[src/rtl/exe_pkg.sv]
// Shared EXE-stage definitions: datapath width and barrel-shift type encodings.
package exe_pkg;

  localparam int DATA_W = 32;

  localparam logic [1:0] SH_LSL = 2'b00;
  localparam logic [1:0] SH_LSR = 2'b01;
  localparam logic [1:0] SH_ASR = 2'b10;
  localparam logic [1:0] SH_ROR = 2'b11;

endpackage

[src/rtl/shift_core.sv]
// Combinational 32-bit shifter: LSL/LSR/ASR/ROR with ARM-style carry-out.
// A zero amount passes data through with carry 0 (no RRX special case).
module shift_core
  import exe_pkg::*;
(
  input  logic [DATA_W-1:0] data_i,
  input  logic [1:0]        sh_type_i,
  input  logic [4:0]        amt_i,
  output logic [DATA_W-1:0] result_o,
  output logic              carry_o
);

  logic [4:0] lsl_idx;
  logic [4:0] rsh_idx;
  logic [5:0] rot_back;

  always_comb begin
    // 32-amt and amt-1, both in range 1..31 / 0..30 whenever amt is nonzero
    lsl_idx  = 5'd0 - amt_i;
    rsh_idx  = amt_i - 5'd1;
    rot_back = 6'd32 - {1'b0, amt_i};
    result_o = data_i;
    carry_o  = 1'b0;
    if (amt_i != 5'd0) begin
      case (sh_type_i)
        SH_LSL: begin
          result_o = data_i << amt_i;
          carry_o  = data_i[lsl_idx];
        end
        SH_LSR: begin
          result_o = data_i >> amt_i;
          carry_o  = data_i[rsh_idx];
        end
        SH_ASR: begin
          result_o = $signed(data_i) >>> amt_i;
          carry_o  = data_i[rsh_idx];
        end
        default: begin
          result_o = (data_i >> amt_i) | (data_i << rot_back);
          carry_o  = data_i[rsh_idx];
        end
      endcase
    end
  end

endmodule

[src/rtl/shift_unit_arbiter.sv]
// Two-requester arbiter in front of one shift_core with a registered, ID-tagged response.
// Define SHIFT_ARB_RR_EN for round-robin; otherwise requester 0 has fixed priority.
module shift_unit_arbiter
  import exe_pkg::*;
#(
  parameter int NREQ = 2
) (
  input  logic                          clk,
  input  logic                          rst_n,
  input  logic [NREQ-1:0]               req_valid,
  output logic [NREQ-1:0]               req_ready,
  input  logic [NREQ-1:0][DATA_W-1:0]   req_data,
  input  logic [NREQ-1:0][1:0]          req_type,
  input  logic [NREQ-1:0][4:0]          req_amt,
  output logic                          rsp_valid,
  input  logic                          rsp_ready,
  output logic                          rsp_id,
  output logic [DATA_W-1:0]             rsp_data,
  output logic                          rsp_carry
);

  // Handshake: a request transfers when req_valid[i] & req_ready[i]; a result
  // retires when rsp_valid & rsp_ready. ready never depends on ready downstream
  // of itself, and valid, once raised, is expected to hold with stable operands.

  logic              prio_q, prio_d;
  logic              rsp_valid_q, rsp_valid_d;
  logic              rsp_id_q, rsp_id_d;
  logic              rsp_carry_q, rsp_carry_d;
  logic [DATA_W-1:0] rsp_data_q, rsp_data_d;

  logic              any_req;
  logic              gnt_idx;
  logic [NREQ-1:0]   gnt;
  logic              free;
  logic              accept;
  logic [DATA_W-1:0] core_result;
  logic              core_carry;

  always_comb begin
    any_req = |req_valid;
    gnt_idx = req_valid[prio_q] ? prio_q : ~prio_q;
    gnt     = '0;
    if (any_req) gnt[gnt_idx] = 1'b1;
    free    = !rsp_valid_q | rsp_ready;
    // rst_n gating keeps req_ready low for the whole reset window
    req_ready = gnt & {NREQ{free & rst_n}};
    accept    = |(req_valid & req_ready);
  end

  shift_core u_shift_core (
    .data_i    (req_data[gnt_idx]),
    .sh_type_i (req_type[gnt_idx]),
    .amt_i     (req_amt[gnt_idx]),
    .result_o  (core_result),
    .carry_o   (core_carry)
  );

  always_comb begin
    rsp_valid_d = rsp_valid_q;
    rsp_id_d    = rsp_id_q;
    rsp_data_d  = rsp_data_q;
    rsp_carry_d = rsp_carry_q;
    if (accept) begin
      rsp_valid_d = 1'b1;
      rsp_id_d    = gnt_idx;
      rsp_data_d  = core_result;
      rsp_carry_d = core_carry;
    end else if (rsp_ready) begin
      rsp_valid_d = 1'b0;
    end
  end

`ifdef SHIFT_ARB_RR_EN
  always_comb begin
    prio_d = prio_q;
    if (accept) prio_d = ~gnt_idx;
  end
`else
  always_comb begin
    prio_d = 1'b0;
  end
`endif

  always_ff @(posedge clk or negedge rst_n) begin
    if (!rst_n) begin
      prio_q      <= 1'b0;
      rsp_valid_q <= 1'b0;
      rsp_id_q    <= 1'b0;
      rsp_data_q  <= '0;
      rsp_carry_q <= 1'b0;
    end else begin
      prio_q      <= prio_d;
      rsp_valid_q <= rsp_valid_d;
      rsp_id_q    <= rsp_id_d;
      rsp_data_q  <= rsp_data_d;
      rsp_carry_q <= rsp_carry_d;
    end
  end

  assign rsp_valid = rsp_valid_q;
  assign rsp_id    = rsp_id_q;
  assign rsp_data  = rsp_data_q;
  assign rsp_carry = rsp_carry_q;

endmodule
[config.mk]
export PLATFORM = sky130hd
export DESIGN_NAME = shift_unit_arbiter
export DESIGN_NICKNAME = d
export VERILOG_FILES = /design/src/rtl/exe_pkg.sv /design/src/rtl/shift_core.sv /design/src/rtl/shift_unit_arbiter.sv
export SDC_FILE = /design/constraint.sdc
export NUM_CORES = 1
export LEC_CHECK = 0
export ABC_AREA = 1
export CAP_MARGIN = 10
export CORE_AREA = 8 8 127 129
export CTS_CLUSTER_SIZE = 24
export DETAILED_ROUTE_END_ITERATION = 7
export DIE_AREA = 0 0 135 137
export PLACE_DENSITY = 0.82
export SETUP_SLACK_MARGIN = 0.15
export SLEW_MARGIN = 20
export SYNTH_ARGS = -nofsm -noshare
export SYNTH_HDL_FRONTEND = slang
export SYNTH_SLANG_ARGS = --single-unit
[constraint.sdc]
create_clock -name clk -period 2.1 [get_ports clk]
set_input_delay 0.315 -clock clk [delete_from_list [all_inputs] [get_ports clk]]
set_output_delay 0.315 -clock clk [all_outputs]
set_load 0.02 [all_outputs]
==> results.cfg, run 1 <==
[cts]
cts_num_sinks = 35
cts_inserted_buffers = 5
cts_root_buf = clkbuf_16
h-tree-depth = 2
cts_buffer_depth = 2

[floorplan]
io_pins = 120
row_count = 44
die_w_um = 135
die_y_um = 137
start_util = 0.5506

[logic_synthesis]
synth.ff_latch_count = 35
yosys.area.top_type_share = 0.3269
synth_area_leaders = nand2_1 (33%), nand3_1 (25%), dfrtp_1 (11%)
postSynthAreaPerCell_sq_um = 5.019
postSynthCellCount = 1558
ys_seq_area_frac = 0.1120
synth_area_sq_um = 7820
yosysWarnings = 0
syn_nets = 1643
synth_top_area_cell = nand2_1
ys_types = 37

[global_routing]
grt-ovfl-total = 5
grt_max_degree = 37
grt_pass1_vias = 15070
grt_pass1_wl_mm = 89.44
grt_usage = 0.6479

[placed_design]
placed_cells = 1975
io_buffers = 119
dp_hpwl_mm = 32.24
place_area_sq_um = 10750
gp_congestion = 1.292

[status]
error_line = [ERROR GRT-0116] Global routing finished with congestion. Check the congestion regions in the DRC Viewer.
outcome = stopped before the end
lastStage = global routing
through the flow:
| step | hold slack (ns) | worst slack, ns |
|---|---|---|
| CTS | 0.1710 | -0.001038 |
| detailed placement | 0.4654 | -0.5595 |
| global placement | 0.4599 | -0.5049 |
| floorplan | 0.01941 | -0.3507 |
repair_timing:
item	in CTS
buffers inserted	30
pin swaps	59
gates cloned	9
resized for setup	198
endpoints found under the setup margin	35
endpoints found under the hold margin	0
hold buffers	0
cells in the mapped netlist, drive strengths merged:
library cell / n
nor2: 54
o21ai: 67
nand4: 10
o211ai: 28
a21oi: 40
xor2: 3
and3: 3
inv: 79
nand3: 397
nand2: 693
o2111ai: 1
o21a: 1
dfrtp: 35
o22ai: 1
nor3: 2
ha: 2
buf: 67
clkinv: 1
or2: 2
a31oi: 31
o31ai: 1
nand3b: 4
clkbuf: 36
per-layer routing:
| layer | GRT overflow | track usage |
|---|---|---|
| met4 | 3 | 0.5922 |
| met5 | 0 | 0.3850 |
| met3 | 0 | 0.5811 |
| met2 | 2 | 0.7752 |
| met1 | 0 | 0.6275 |
cell families after synthesis:
group / share of synthesized area
AOI/OAI and AO/OA: 0.1278
buffers and inverters: 0.1061
DFF: 0.1120
adders and majority gates: 0.003199
and+or+nand+nor: 0.6442
xor gates and xnor gates: 0.006721
==> run 2, diff against run 1 <==
--- a/config.mk
+++ b/config.mk
@@ -7,12 +7,10 @@
 export LEC_CHECK = 0
 export ABC_AREA = 1
 export CAP_MARGIN = 10
-export CORE_AREA = 8 8 127 129
-export CTS_CLUSTER_SIZE = 24
+export CORE_AREA = 8 8 149 151
 export DETAILED_ROUTE_END_ITERATION = 7
-export DIE_AREA = 0 0 135 137
-export PLACE_DENSITY = 0.82
-export SETUP_SLACK_MARGIN = 0.15
+export DIE_AREA = 0 0 157 159
+export PLACE_DENSITY_LB_ADDON = 0.15
 export SLEW_MARGIN = 20
 export SYNTH_ARGS = -nofsm -noshare
 export SYNTH_HDL_FRONTEND = slang
==> run 2 against run 1 <==
The flow now finishes, with violations (setup timing). Synthesized cell count did not move. Synthesized area did not move.
==> results.cfg, run 2 <==
[status]
outcome = finished, violations left
violations = setup timing

[logic_synthesis]
synth_area_leaders = nand2_1 (33%), nand3_1 (25%), dfrtp_1 (11%)
postSynthAreaPerCell_sq_um = 5.019
synth_area_sq_um = 7820
postSynthCellCount = 1558
ys_async_sr_fraction = 1.000
yosysWarnings = 0
syn_nets = 1643
yosys.area.top_type_share = 0.3269
synth_top_area_cell = nand2_1
synth_edf_count = 0
synth.ff_latch_count = 35
synth_commonest_cells = nand2_1 (681), nand3_1 (397), inv_1 (67), o21ai_0 (45), nor2_1 (44)
yosysMostFrequentCell = nand2_1
synth_flop_cell = dfrtp_1
ys_types = 37
ys_seq_area_frac = 0.1120

[cells_and_area]
fill_cells = 1845
layout_commonest_cell = nand2_1
synthToLayoutAreaGrowth_pct = 69.89
layout-drive-gt1-share = 0.3481
nets = 1974
layout.cells.non_filler = 2160
final_util = 0.6695
insertedDiodeCount = 0
regArea_sq_um = 875.8
most-common-layout-cells = nand2_1 (529), nand3_1 (309), buf_4 (247)
multi_input_comb_area_sq_um = 7458
largest_reg_flops = 32

[detailed_routing]
dr.first_iter.drc_count = 1634
routed_wl_mm = 51.22
drc = 0
wire_per_inst_um = 23.71
ant_nets = 0
vias = 13170
dr.pass1.iters = 6
avgViaCountPerCell = 6.097

[sta]
slew_headroom = 0.6271
finalSetupViolCount = 8
drv_slew = 0
clock.fmax_ghz = 0.4317
setup_ws_ns = -0.2163
hold_violations = 0
rsz0062_at_grt = true
fin_skew_ns = 0.009827
finalCritPeriodShare = 1.103
period_minus_slack_ns = 2.316
worstMarginPinSlew_ns = 0.5568

[worst_setup_path]
critical_path.max_fanout = 8
path_class = in2reg
start_kind = input port
r2r_cells = 9
cp.required_ns = 2.34
endpoint_kind = flip-flop
worstPathArrival_ns = 2.56

[power_and_ir_drop]
total_power_mw = 7.621
ir_drop_v = 0.0003864
p_leak_nw = 6.728
power_density_nw_per_um2 = 573.7

[floorplan]
die_y_um = 159
die_w_um = 157
io_pins = 120
core-area_sq_um = 19840
row_count = 52
start_util = 0.3941
dieArea_sq_um = 24960

[placed_design]
gp_congestion = 1.163
placed_cells = 2119
dp_hpwl_mm = 38.72
io_buffers = 119

[global_routing]
antenna_found_initial = 0
grt_max_degree = 54
grt_pass1_wl_mm = 74.26
grt_usage = 0.3912
grt-ovfl-total = 0
grt_pass1_vias = 12130

[cts]
path_clk_slew_ns = 0.07
hold_buffers = 0
cts_num_sinks = 35
cts_inserted_buffers = 5
clk_latency_ns = 0.30
cts_root_buf = clkbuf_16
cts_buffer_depth = 2
cts_tree = yes
h-tree-depth = 2

[flow_run]
maxCapViolCount = 0

[hold_path]
hp-class = in2async
-- run 2: cell counts after synthesis --
No cell type changed its count.
-- run 2: path summary, 6_finish.rpt --
path,start,to,slack [ns]
hold reg to reg,rsp_id,rsp_id,0.48
min in group clk,rsp_id,rsp_id,0.48
hold / removal,rst_n,rsp_id,0.10
setup / recovery,req_valid[0],rsp_data[20],-0.22
setup reg to reg,rsp_valid,rsp_data[1],0.19
max in group asynchronous,rst_n,rsp_data[18],1.63
-- run 2: layout make-up --
type / count / share of cell area
multi-input combinational: 1340 / 0.5614
timing repair buffer: 427 / 0.3090
sequential: 35 / 0.06593
tap: 270 / 0.02543
inverter: 80 / 0.02552
clock buffer: 5 / 0.009418
clock inverter: 3 / 0.003296
-- run 2: through the flow --
| stage | area (sq um) | TNS (ns) | worst slack (ns) | hold slack [ns] |
|---|---|---|---|---|
| finish | 13290 | -0.4348 | -0.2163 | 0.1008 |
| global route | 13290 | -2.336 | -0.2754 | 0.1337 |
| detailed placement | 11240 | -21.59 | -0.7311 | 0.4118 |
| CTS | 12270 | -0.02647 | -0.01817 | 0.1070 |
| global placement | 11240 | -21.24 | -0.7563 | 0.4028 |
| floorplan | 7990 | -7.884 | -0.3507 | 0.01941 |
-- run 2: metal layers --
metal | global-route usage | up-vias | share of wire
li1 | - | 5869 | -
met1 | 0.5028 | 6021 | 0.37
met2 | 0.5800 | 1047 | 0.42
met3 | 0.08143 | 233 | 0.12
met4 | 0.2539 | 0 | 0.080
met5 | 0 | - | 0
-- run 2: worst max-delay path, cell delays in order --
cell     delay, ns
buf_12        0.13
o21ai_4       0.14
inv_2         0.07
ha_4          0.17
buf_6         0.13
xor2_4        0.26
buf_6         0.20
buf_16        0.13
nand3_1       0.16
nand2_2       0.13
nand3_1       0.08
nand2_1       0.28
nand2_1       0.08
nand3_1       0.14
nand2_1       0.08
nand2_1       0.06
-- run 2: kinds of logic (layout without fill, tap and decap cells) --
group,Yosys count,count (layout),share of synthesized area
xor+xnor,3,3,0.006721
simple gates,1165,1165,0.6442
flops,35,35,0.1120
buf+inv,183,515,0.1061
compound gates,170,170,0.1278
fa+ha+maj,2,2,0.003199
-- run 2: timing repair --
action,4_1_cts,5_1_grt
gates cloned,6,4
buffers inserted,22,6
setup endpoints to repair,34,33
pin swaps,65,103
gates resized for setup,173,268
-- run 2: where the power goes --
part / leakage [nW] / switching (mW) / internal (mW) / total [mW]
Clock: 0.0838 / 0.351 / 0.562 / 0.913
Sequential: 0.448 / 0.136 / 0.852 / 0.988
Combinational: 6.20 / 3.48 / 2.24 / 5.72
Total: 6.73 / 3.97 / 3.65 / 7.62
(Power assumes the default switching activity.)
